===== config.mk =====
export PLATFORM = sky130hd
export DESIGN_NAME = ipml_fifo_rd_stream
export DESIGN_NICKNAME = d
export VERILOG_FILES = /design/src/rtl/ipml_fifo_rd_pkg.sv /design/src/rtl/ipml_fifo_rd_skid.sv /design/src/rtl/ipml_fifo_rd_stream.sv
export SDC_FILE = /design/constraint.sdc
export NUM_CORES = 1
export LEC_CHECK = 0
export ABC_CLOCK_PERIOD_IN_PS = 2100
export CAP_MARGIN = 40
export CORE_AREA = 2 2 101 103
export DETAILED_ROUTE_END_ITERATION = 7
export DIE_AREA = 0 0 103 105
export PLACE_DENSITY_LB_ADDON = 0.3
export SYNTH_ARGS = -nofsm -noshare
export SYNTH_HDL_FRONTEND = slang
export SYNTH_HIERARCHICAL = 1
export SYNTH_SLANG_ARGS = --single-unit
export TNS_END_PERCENT = 30

===== constraint.sdc =====
create_clock -name rd_clk -period 2.1 [get_ports rd_clk]
set_input_delay 0.63 -clock rd_clk [delete_from_list [all_inputs] [get_ports rd_clk]]
set_output_delay 0.63 -clock rd_clk [all_outputs]
set_load 0.1 [all_outputs]

===== src/rtl/ipml_fifo_rd_pkg.sv =====
// Shared constants for the FIFO read-side streaming adapter.
// Macro IPML_FIFO_RD_OREG_EN selects the two-cycle read latency of a FIFO built with its output register.
package ipml_fifo_rd_pkg;

`ifdef IPML_FIFO_RD_OREG_EN
  localparam int RD_LATENCY = 2;
`else
  localparam int RD_LATENCY = 1;
`endif

  function automatic int level_width(input int depth);
    return $clog2(depth) + 1;
  endfunction

  // Depth must cover every read in flight plus room for one beat being consumed.
  function automatic bit depth_legal(input int depth);
    return ((depth == 4) || (depth == 8)) && (depth >= RD_LATENCY + 2);
  endfunction

endpackage


===== src/rtl/ipml_fifo_rd_skid.sv =====
// Circular skid buffer: storage, read/write pointers and occupancy for the read-side stream.
module ipml_fifo_rd_skid
  import ipml_fifo_rd_pkg::*;
#(
  parameter int c_DATA_WIDTH = 16,
  parameter int c_BUF_DEPTH  = 4
) (
  input  logic                                clk,
  input  logic                                rst_n,
  input  logic                                capture,
  input  logic [c_DATA_WIDTH-1:0]             capture_data,
  input  logic                                ready,
  output logic                                valid,
  output logic [c_DATA_WIDTH-1:0]             data,
  output logic [level_width(c_BUF_DEPTH)-1:0] level
);

  localparam int PW = $clog2(c_BUF_DEPTH);
  localparam int LW = level_width(c_BUF_DEPTH);

  logic [c_DATA_WIDTH-1:0] mem [c_BUF_DEPTH];
  logic [PW-1:0]           wr_ptr;
  logic [PW-1:0]           rd_ptr;
  logic                    pop;

  function automatic logic [PW-1:0] ptr_next(input logic [PW-1:0] p);
    return (p == PW'(c_BUF_DEPTH - 1)) ? '0 : p + 1'b1;
  endfunction

  assign valid = (level != '0);
  assign pop   = valid && ready;
  assign data  = mem[rd_ptr];

  // Storage is data only: stale entries are unreachable once the pointers reset.
  always_ff @(posedge clk) begin
    if (capture) mem[wr_ptr] <= capture_data;
  end

  always_ff @(posedge clk) begin
    if (!rst_n) begin
      wr_ptr <= '0;
      rd_ptr <= '0;
      level  <= '0;
    end else begin
      if (capture) wr_ptr <= ptr_next(wr_ptr);
      if (pop)     rd_ptr <= ptr_next(rd_ptr);
      case ({capture, pop})
        2'b10:   level <= level + 1'b1;
        2'b01:   level <= level - 1'b1;
        default: level <= level;
      endcase
    end
  end

  a_no_overflow : assert property (@(posedge clk) disable iff (!rst_n)
    !(capture && (level == LW'(c_BUF_DEPTH))));

endmodule


===== src/rtl/ipml_fifo_rd_stream.sv =====
// FIFO read port to valid/ready stream adapter with credit-based read issue and a skid buffer.
// Read latency follows macro IPML_FIFO_RD_OREG_EN (see ipml_fifo_rd_pkg).
module ipml_fifo_rd_stream
  import ipml_fifo_rd_pkg::*;
#(
  parameter int c_DATA_WIDTH = 16,
  parameter int c_BUF_DEPTH  = 4
) (
  input  logic                          rd_clk,
  input  logic                          rd_rst_n,
  output logic                          fifo_rd_en,
  input  logic                          fifo_rd_empty,
  input  logic [c_DATA_WIDTH-1:0]       fifo_rd_data,
  output logic                          m_valid,
  input  logic                          m_ready,
  output logic [c_DATA_WIDTH-1:0]       m_data,
  output logic [$clog2(c_BUF_DEPTH):0]  buf_level
);

  localparam int L  = RD_LATENCY;
  localparam int LW = level_width(c_BUF_DEPTH);

  generate
    if (!depth_legal(c_BUF_DEPTH)) begin : g_bad_depth
      $error("c_BUF_DEPTH must be 4 or 8 and at least read latency + 2");
    end
    if ((c_DATA_WIDTH < 1) || (c_DATA_WIDTH > 1152)) begin : g_bad_width
      $error("c_DATA_WIDTH must be in 1..1152");
    end
  endgenerate

  logic [L-1:0]  rd_pipe;
  logic [LW-1:0] inflight;
  logic [LW:0]   committed;
  logic          capture;

  always_comb begin
    inflight = '0;
    for (int i = 0; i < L; i++) inflight = inflight + LW'(rd_pipe[i]);
  end

  // Credit counts buffered plus in-flight words; a pop this cycle is deliberately not credited.
  assign committed  = {1'b0, buf_level} + {1'b0, inflight};
  assign fifo_rd_en = rd_rst_n && !fifo_rd_empty && (committed < (LW+1)'(c_BUF_DEPTH));
  assign capture    = rd_pipe[L-1];

  always_ff @(posedge rd_clk) begin
    if (!rd_rst_n) rd_pipe <= '0;
    else           rd_pipe <= L'({rd_pipe, fifo_rd_en});
  end

  ipml_fifo_rd_skid #(
    .c_DATA_WIDTH (c_DATA_WIDTH),
    .c_BUF_DEPTH  (c_BUF_DEPTH)
  ) u_skid (
    .clk          (rd_clk),
    .rst_n        (rd_rst_n),
    .capture      (capture),
    .capture_data (fifo_rd_data),
    .ready        (m_ready),
    .valid        (m_valid),
    .data         (m_data),
    .level        (buf_level)
  );

endmodule


==> impl_metrics.xml, run 1 <==
<?xml version="1.0" encoding="UTF-8"?>
<metrics>
  <group name="clock_tree">
    <metric name="max-clock-path-buffers" unit="">2</metric>
    <metric name="worst_skew_pair.late_latency" unit="ns">0.33</metric>
    <metric name="clkTransAtPathRegs" unit="ns">0.08</metric>
    <metric name="tritoncts_num_sinks" unit="">74</metric>
    <metric name="clockRootBuffer" unit="">sky130_fd_sc_hd__clkbuf_8</metric>
    <metric name="post_cts_buffers" unit="">0</metric>
    <metric name="cts_buffers" unit="">9</metric>
    <metric name="cts_htree_levels" unit="">3</metric>
    <metric name="cts_tree" unit="">yes</metric>
  </group>
  <group name="pwr">
    <metric name="max-vdd-ir-drop" unit="mV">1.25</metric>
    <metric name="p_clk_share" unit="%">18.3</metric>
    <metric name="p_total" unit="mW">5.08</metric>
    <metric name="seq_power_share" unit="%">35.4</metric>
    <metric name="power_leakage" unit="nW">1.30</metric>
    <metric name="powerDensity" unit="nW/µm²">1310</metric>
    <metric name="power.share.combinational" unit="%">46.4</metric>
    <metric name="sw_frac_of_total" unit="%">39.8</metric>
    <metric name="internal_power_summed_over_all_cells" unit="mW">3.05</metric>
    <metric name="power_switching" unit="mW">2.02</metric>
  </group>
  <group name="die">
    <metric name="num_rows" unit="">36</metric>
    <metric name="floorplan.io_pins" unit="">41</metric>
    <metric name="floorplan.die.width" unit="µm">103</metric>
    <metric name="die-area" unit="µm²">10800</metric>
    <metric name="design.core.area" unit="µm²">9640</metric>
    <metric name="initial_utilization" unit="%">29.6</metric>
    <metric name="die_h" unit="µm">105</metric>
  </group>
  <group name="sta">
    <metric name="post-route-worst-setup-slack" unit="ns">-0.139</metric>
    <metric name="min_period" unit="ns">2.24</metric>
    <metric name="final-max-slew-violation-count" unit="">0</metric>
    <metric name="fin_tns_setup" unit="ns">-1.83</metric>
    <metric name="worstMarginPinSlew" unit="ns">0.295</metric>
    <metric name="fin_crit_sh" unit="%">107</metric>
    <metric name="fmax" unit="MHz">447</metric>
    <metric name="maxSlewHeadroom" unit="%">80.3</metric>
    <metric name="number_of_failing_hold_endpoints_at_the_final_stage" unit="">0</metric>
    <metric name="finalSetupViolCount" unit="">17</metric>
    <metric name="rsz_0062_raised_after_global_routing" unit="">true</metric>
    <metric name="finClkSkew" unit="ns">0.00887</metric>
  </group>
  <group name="finish">
    <metric name="final_cell_mix" unit="">sky130_fd_sc_hd__edfxtp_1 (64), sky130_fd_sc_hd__buf_12 (22), sky130_fd_sc_hd__clkdlybuf4s50_1 (17), sky130_fd_sc_hd__mux4_2 (16), sky130_fd_sc_hd__buf_4 (10)</metric>
    <metric name="antenna_cells_inserted" unit="">0</metric>
    <metric name="mostFrequentLayoutCell" unit="">sky130_fd_sc_hd__edfxtp_1</metric>
    <metric name="footprint_of_the_multi_input_gates" unit="µm²">654</metric>
    <metric name="final_layout_size_suffix_gt1_share" unit="%">35.5</metric>
    <metric name="layout.area.seq" unit="µm²">2140</metric>
    <metric name="n_fill_cell" unit="">899</metric>
    <metric name="final_area" unit="µm²">3870</metric>
    <metric name="layout_overhead_on_the_synthesized_area" unit="%">35.5</metric>
    <metric name="stdcell_count" unit="">336</metric>
    <metric name="finalNetCount" unit="">225</metric>
  </group>
  <group name="global_routing">
    <metric name="number_of_global_route_vias_before_repair" unit="">1488</metric>
    <metric name="grt_pass1_wl" unit="mm">7.58</metric>
    <metric name="grt_antenna_before_repair" unit="">0</metric>
    <metric name="grt_overflow" unit="">0</metric>
    <metric name="grt_start_max_net_pins" unit="">17</metric>
    <metric name="grtUsageTotal" unit="%">9.38</metric>
  </group>
  <group name="synth">
    <metric name="synthesis.area_per_instance" unit="µm²">20.4</metric>
    <metric name="synth.lib_cells_used.distinct" unit="">27</metric>
    <metric name="synthArstFlopShare" unit="%">0</metric>
    <metric name="seq_area_frac_synth" unit="%">74.3</metric>
    <metric name="top_reg_cell_synth" unit="">sky130_fd_sc_hd__edfxtp_1</metric>
    <metric name="synth-warning-count" unit="">6</metric>
    <metric name="synthCells" unit="">140</metric>
    <metric name="synth.net_count" unit="">167</metric>
    <metric name="ff_latch_count_synth" unit="">74</metric>
    <metric name="syn_area" unit="µm²">2860</metric>
    <metric name="synth-edff-count" unit="">64</metric>
  </group>
  <group name="placement">
    <metric name="place.port_buffers" unit="">40</metric>
    <metric name="post_dp_cell_area" unit="µm²">3700</metric>
    <metric name="dp_hpwl" unit="mm">3.19</metric>
    <metric name="placed_cells" unit="">320</metric>
    <metric name="dp_worst_slack" unit="ns">-0.440</metric>
    <metric name="routability_congestion" unit="">0.708</metric>
  </group>
  <group name="drt">
    <metric name="detail_route.wirelength.met1" unit="mm">2.13</metric>
    <metric name="vias_per_cell" unit="">4.14</metric>
    <metric name="drt-wirelength-per-cell" unit="µm">14.2</metric>
    <metric name="detail_route.first_pass.iterations" unit="">4</metric>
    <metric name="topRoutingLayerUsed" unit="">met4</metric>
    <metric name="first_drt_iteration_drcs" unit="">134</metric>
    <metric name="drc" unit="">0</metric>
    <metric name="detail-route-antenna-nets" unit="">0</metric>
    <metric name="wl_met2" unit="mm">2.30</metric>
    <metric name="detailroute.via_count" unit="">1392</metric>
    <metric name="detailroute.wirelength.met3" unit="µm">318</metric>
    <metric name="wirelength" unit="mm">4.77</metric>
  </group>
  <group name="setup_path">
    <metric name="critPathLaunchType" unit="">register</metric>
    <metric name="timing_worst_setup_path_type" unit="">register to primary output</metric>
    <metric name="path_max_fanout" unit="">11</metric>
    <metric name="timing.critical_path.arrival" unit="ns">1.61</metric>
    <metric name="critPathCaptureType" unit="">primary output</metric>
    <metric name="worstPathRequired" unit="ns">1.47</metric>
  </group>
  <group name="outcome">
    <metric name="violations" unit="">negative setup slack</metric>
    <metric name="status" unit="">complete, but fails checks</metric>
  </group>
  <group name="min_path">
    <metric name="hold_class" unit="">register to register</metric>
  </group>
  <group name="job">
    <metric name="timing.max_cap.violations" unit="">0</metric>
  </group>
</metrics>
worst paths after layout:
check                                   to  cells past startpoint                     startpoint  slack [ns]
max                              m_data[2]                      3                       register       -0.14
min          u_skid/rd_ptr[1]$_SDFFE_PN0N_                      2  u_skid/rd_ptr[1]$_SDFFE_PN0N_        0.52
max reg2reg   u_skid/level[2]$_SDFFE_PN0P_                      8   u_skid/level[0]$_SDFFE_PN0P_        0.36
min reg2reg  u_skid/rd_ptr[1]$_SDFFE_PN0N_                      2  u_skid/rd_ptr[1]$_SDFFE_PN0N_        0.52
worst max-delay path: stages (launching register included):
cell,delay [ns]
sky130_fd_sc_hd__dfxtp_4,0.37
sky130_fd_sc_hd__buf_12,0.15
sky130_fd_sc_hd__mux4_2,0.56
sky130_fd_sc_hd__buf_12,0.19
layer usage:
layer	track usage (%)	up-vias
met5	0	-
met4	2.54	0
met3	3.95	3
met2	14.9	38
met1	11.7	685
li1	-	666
registers in the layout (all words and copies together) (netlist names), named ones only:
name	cells
u_skid/mem	64
u_skid/level	3
u_skid/rd_ptr	2
u_skid/wr_ptr	2
capture	1
cell usage after synthesis, drive strengths merged (2+ instances only):
library cell / number / area share (%)
and2: 6 / 1.3
and3: 2 / 0.44
buf: 4 / 1.4
dfxtp: 10 / 7.0
edfxtp: 64 / 67
ha: 6 / 2.6
inv: 7 / 0.92
mux4: 16 / 13
nand2: 3 / 0.39
nand3: 3 / 0.53
nor2: 3 / 0.48
o21ai: 4 / 0.70
or3: 2 / 0.44
final cells by class:
class,instances,share of cell area [%]
sequential,74,55.3
inverter,7,0.679
timing repair buffer,52,18.5
tap,133,4.30
multi-input combinational,54,16.9
clock inverter,6,1.07
clock buffer,10,3.30
repair_timing:
action                                  CTS  global route
hold buffers                              0             0
pin swaps                                 2             1
resized for setup                        13             3
endpoints found under the setup margin   18            17
cloned                                    0             0
power by group through the flow:
stage / Clock [mW] / Combinational [mW] / Sequential (mW)
CTS: 0.963 / 2.37 / 1.79
floorplan: 0 / 1.38 / 1.93
global placement: 0 / 2.33 / 1.82
finish: 0.927 / 2.35 / 1.80
global route: 1.03 / 2.44 / 1.81
detailed placement: 0 / 2.34 / 1.82
metrics by stage:
stage | hold WS (ns) | util, %
after floorplan | 0.470 | -
after global placement | 0.513 | 38.4
after detailed placement | 0.513 | 38.4
after CTS | 0.528 | 40.0
after global routing | 0.561 | 40.1
final | 0.516 | 40.1
cells by family after synthesis:
group,after synthesis,share of synthesized area (%)
AO/OA/AOI/OAI,7,1.49
XOR/XNOR,2,0.614
adder cells (fa/ha/maj),7,3.33
buffers and inverters,12,2.50
flip-flops,74,74.3
multiplexers,17,13.8
AND/OR/NAND/NOR,21,3.99
No activity file was read; power rests on OpenSTA's default activity.
==> inputs of run 2 (changes only) <==
--- a/config.mk
+++ b/config.mk
@@ -11,6 +11,7 @@
 export DETAILED_ROUTE_END_ITERATION = 7
 export DIE_AREA = 0 0 103 105
 export PLACE_DENSITY_LB_ADDON = 0.3
+export SKIP_LAST_GASP = 1
 export SYNTH_ARGS = -nofsm -noshare
 export SYNTH_HDL_FRONTEND = slang
 export SYNTH_HIERARCHICAL = 1
==> run 2 against run 1 <==
The run still ends with negative setup slack left. Die area is the same. Total power up 0.51%. Register-to-register slack worse by 0.04 ns. Utilization rose by 0.17 points. Routed wire length is 1.1% higher. Hold slack about the same.
==> impl_metrics.xml, run 2 (synthesized netlist as in run 1, its figures left out) <==
<?xml version="1.0" encoding="UTF-8"?>
<metrics>
  <group name="clock_tree">
    <metric name="cts_buffers" unit="">9</metric>
    <metric name="cts_htree_levels" unit="">3</metric>
    <metric name="clkTransAtPathRegs" unit="ns">0.08</metric>
    <metric name="tritoncts_num_sinks" unit="">74</metric>
    <metric name="cts_tree" unit="">yes</metric>
    <metric name="worst_skew_pair.late_latency" unit="ns">0.33</metric>
    <metric name="max-clock-path-buffers" unit="">2</metric>
    <metric name="cts_hold_repair.buffers" unit="">0</metric>
    <metric name="clockRootBuffer" unit="">sky130_fd_sc_hd__clkbuf_8</metric>
  </group>
  <group name="placement">
    <metric name="post_dp_cell_area" unit="µm²">3700</metric>
    <metric name="routability_congestion" unit="">0.708</metric>
    <metric name="place.port_buffers" unit="">40</metric>
    <metric name="placed_cells" unit="">320</metric>
    <metric name="dp_hpwl" unit="mm">3.19</metric>
  </group>
  <group name="sta">
    <metric name="finalSetupViolCount" unit="">17</metric>
    <metric name="final-max-slew-violation-count" unit="">0</metric>
    <metric name="fin_crit_sh" unit="%">107</metric>
    <metric name="finClkSkew" unit="ns">0.00884</metric>
    <metric name="post-route-worst-setup-slack" unit="ns">-0.139</metric>
    <metric name="worstMarginPinSlew" unit="ns">0.299</metric>
    <metric name="maxSlewHeadroom" unit="%">80.1</metric>
    <metric name="rsz_0062_raised_after_global_routing" unit="">true</metric>
    <metric name="min_period" unit="ns">2.24</metric>
    <metric name="number_of_failing_hold_endpoints_at_the_final_stage" unit="">0</metric>
    <metric name="fmax" unit="MHz">447</metric>
  </group>
  <group name="min_path">
    <metric name="min_path_cells" unit="">2</metric>
    <metric name="endpoint_of_the_worst_hold_timing_path" unit="">u_skid/rd_ptr[1]$_SDFFE_PN0N_</metric>
    <metric name="hold_class" unit="">register to register</metric>
    <metric name="timing.hold.worst.start" unit="">u_skid/rd_ptr[1]$_SDFFE_PN0N_</metric>
  </group>
  <group name="setup_path">
    <metric name="critical_path_buf_inv_count" unit="">2</metric>
    <metric name="timing_worst_setup_path_type" unit="">register to primary output</metric>
    <metric name="crit_chain" unit="">buf_12 &gt; mux4_2 &gt; buf_12</metric>
    <metric name="worst-r2r-cell-count" unit="">8</metric>
    <metric name="critical_path.most_common_cell" unit="">sky130_fd_sc_hd__buf_12</metric>
    <metric name="r2r-start" unit="">u_skid/level[0]$_SDFFE_PN0P_</metric>
    <metric name="r2r_slack" unit="ns">0.32</metric>
    <metric name="critPathCaptureType" unit="">primary output</metric>
    <metric name="worstPathRequired" unit="ns">1.47</metric>
    <metric name="path_max_fanout" unit="">11</metric>
    <metric name="critPathTopFamily" unit="">multiplexers</metric>
    <metric name="timing.rr.end" unit="">u_skid/level[2]$_SDFFE_PN0P_</metric>
    <metric name="crit_path_max_incr_delay" unit="ns">0.56</metric>
    <metric name="timing.critical_path.arrival" unit="ns">1.61</metric>
    <metric name="critPathLaunchType" unit="">register</metric>
    <metric name="crit_path_top_delay_cell" unit="">sky130_fd_sc_hd__mux4_2</metric>
  </group>
  <group name="die">
    <metric name="floorplan.die.width" unit="µm">103</metric>
    <metric name="design.core.area" unit="µm²">9640</metric>
    <metric name="initial_utilization" unit="%">29.6</metric>
    <metric name="floorplan.io_pins" unit="">41</metric>
    <metric name="die-area" unit="µm²">10800</metric>
    <metric name="num_rows" unit="">36</metric>
    <metric name="die_h" unit="µm">105</metric>
  </group>
  <group name="pwr">
    <metric name="power_leakage" unit="nW">1.32</metric>
    <metric name="max-vdd-ir-drop" unit="mV">1.22</metric>
    <metric name="p_total" unit="mW">5.10</metric>
    <metric name="powerDensity" unit="nW/µm²">1310</metric>
  </group>
  <group name="finish">
    <metric name="final_cell_mix" unit="">sky130_fd_sc_hd__edfxtp_1 (64), sky130_fd_sc_hd__buf_12 (22), sky130_fd_sc_hd__clkdlybuf4s50_1 (18), sky130_fd_sc_hd__mux4_2 (16), sky130_fd_sc_hd__buf_4 (11)</metric>
    <metric name="n_fill_cell" unit="">899</metric>
    <metric name="largestRegisters" unit="">u_skid/mem (64), u_skid/level (3)</metric>
    <metric name="layout_overhead_on_the_synthesized_area" unit="%">36.0</metric>
    <metric name="stdcell_count" unit="">337</metric>
    <metric name="finalNetCount" unit="">226</metric>
    <metric name="mostFrequentLayoutCell" unit="">sky130_fd_sc_hd__edfxtp_1</metric>
    <metric name="final_area" unit="µm²">3880</metric>
    <metric name="largest-register" unit="">u_skid/mem</metric>
    <metric name="largest_register_ff_count" unit="">64</metric>
    <metric name="final_layout_size_suffix_gt1_share" unit="%">35.3</metric>
    <metric name="antenna_cells_inserted" unit="">0</metric>
  </group>
  <group name="drt">
    <metric name="drt-wirelength-per-cell" unit="µm">14.3</metric>
    <metric name="wirelength" unit="mm">4.82</metric>
    <metric name="vias_per_cell" unit="">4.14</metric>
    <metric name="first_drt_iteration_drcs" unit="">146</metric>
    <metric name="drc" unit="">0</metric>
    <metric name="detail_route.first_pass.iterations" unit="">4</metric>
    <metric name="detail-route-antenna-nets" unit="">0</metric>
    <metric name="detailroute.via_count" unit="">1395</metric>
  </group>
  <group name="global_routing">
    <metric name="grtUsageTotal" unit="%">9.38</metric>
    <metric name="grt_start_max_net_pins" unit="">17</metric>
    <metric name="grt_pass1_wl" unit="mm">7.57</metric>
    <metric name="grt_antenna_before_repair" unit="">0</metric>
    <metric name="grt_overflow" unit="">0</metric>
    <metric name="number_of_global_route_vias_before_repair" unit="">1475</metric>
  </group>
  <group name="job">
    <metric name="timing.max_cap.violations" unit="">0</metric>
  </group>
  <group name="outcome">
    <metric name="status" unit="">complete, but fails checks</metric>
    <metric name="violations" unit="">negative setup slack</metric>
  </group>
</metrics>
-- run 2: cell types whose count changed in the layout (fill, tap and decap cells not counted) --
| cell | change |
|---|---|
| sky130_fd_sc_hd__o31ai_2 | -1 |
| sky130_fd_sc_hd__dlygate4sd2_1 | -2 |
| sky130_fd_sc_hd__clkdlybuf4s50_1 | +1 |
| sky130_fd_sc_hd__buf_4 | +1 |
| sky130_fd_sc_hd__dlymetal6s2s_1 | +1 |
| sky130_fd_sc_hd__and3_1 | +1 |
| sky130_fd_sc_hd__o31ai_4 | +1 |
| sky130_fd_sc_hd__and3_4 | -1 |
-- run 2: worst max-delay path by stage --
stage,from,endpoint,cells past startpoint
4_1_cts,register,m_data[2],3
5_1_grt,register,m_data[2],3
3_3_place_gp,m_ready,u_skid/level[2]$_SDFFE_PN0P_,9
3_5_place_dp,m_ready,u_skid/level[2]$_SDFFE_PN0P_,9
6_report,register,m_data[2],3
2_1_floorplan,fifo_rd_empty,fifo_rd_en,2
-- run 2: worst reg2reg max path: cells and delay by family (launching register included) --
family	cells	cell delay [ns]
AOI/OAI and AO/OA	2	0.20
xor gates and xnor gates	1	0.15
and+or+nand+nor	1	0.30
adders and majority gates	2	0.51
DFF	1	0.42
buffers and inverters	2	0.13
-- run 2: layout make-up --
cell class,count,area (µm²),share of cell area (%)
sequential,74,2140,55.0
timing repair buffer,53,727,18.7
multi-input combinational,54,658,16.9
tap,133,166,4.28
clock buffer,10,128,3.29
clock inverter,6,41.3,1.06
inverter,7,26.3,0.677
-- run 2: layer usage --
| metal | vias to the layer above | global-route usage, % | part of all wire, % |
|---|---|---|---|
| met4 | 0 | 2.54 | 0.48 |
| met3 | 3 | 3.95 | 6.6 |
| met2 | 38 | 14.7 | 48 |
| li1 | 667 | - | - |
| met1 | 687 | 11.9 | 45 |
| met5 | - | 0 | 0 |
-- run 2: stage by stage --
step / utilization (%) / setup TNS (ns) / hold slack (ns) / setup WS [ns]
after floorplan: - / -0.0392 / 0.470 / -0.0392
after global placement: 38.4 / -0.528 / 0.513 / -0.349
after detailed placement: 38.4 / -0.652 / 0.513 / -0.440
after CTS: 40.0 / -2.71 / 0.528 / -0.183
after global routing: 40.3 / -3.04 / 0.561 / -0.203
final: 40.3 / -1.90 / 0.517 / -0.139
-- run 2: power breakdown --
part / internal, mW / total, mW / switching (mW)
Clock: 0.429 / 0.928 / 0.499
Combinational: 0.928 / 2.37 / 1.44
Sequential: 1.71 / 1.81 / 0.0968
Total: 3.07 / 5.10 / 2.04
-- run 2: repair_timing --
action,4_1_cts,5_1_grt
setup buffers,0,1
endpoints found under the setup margin,18,18
resized for setup,8,7
pin swaps,0,2
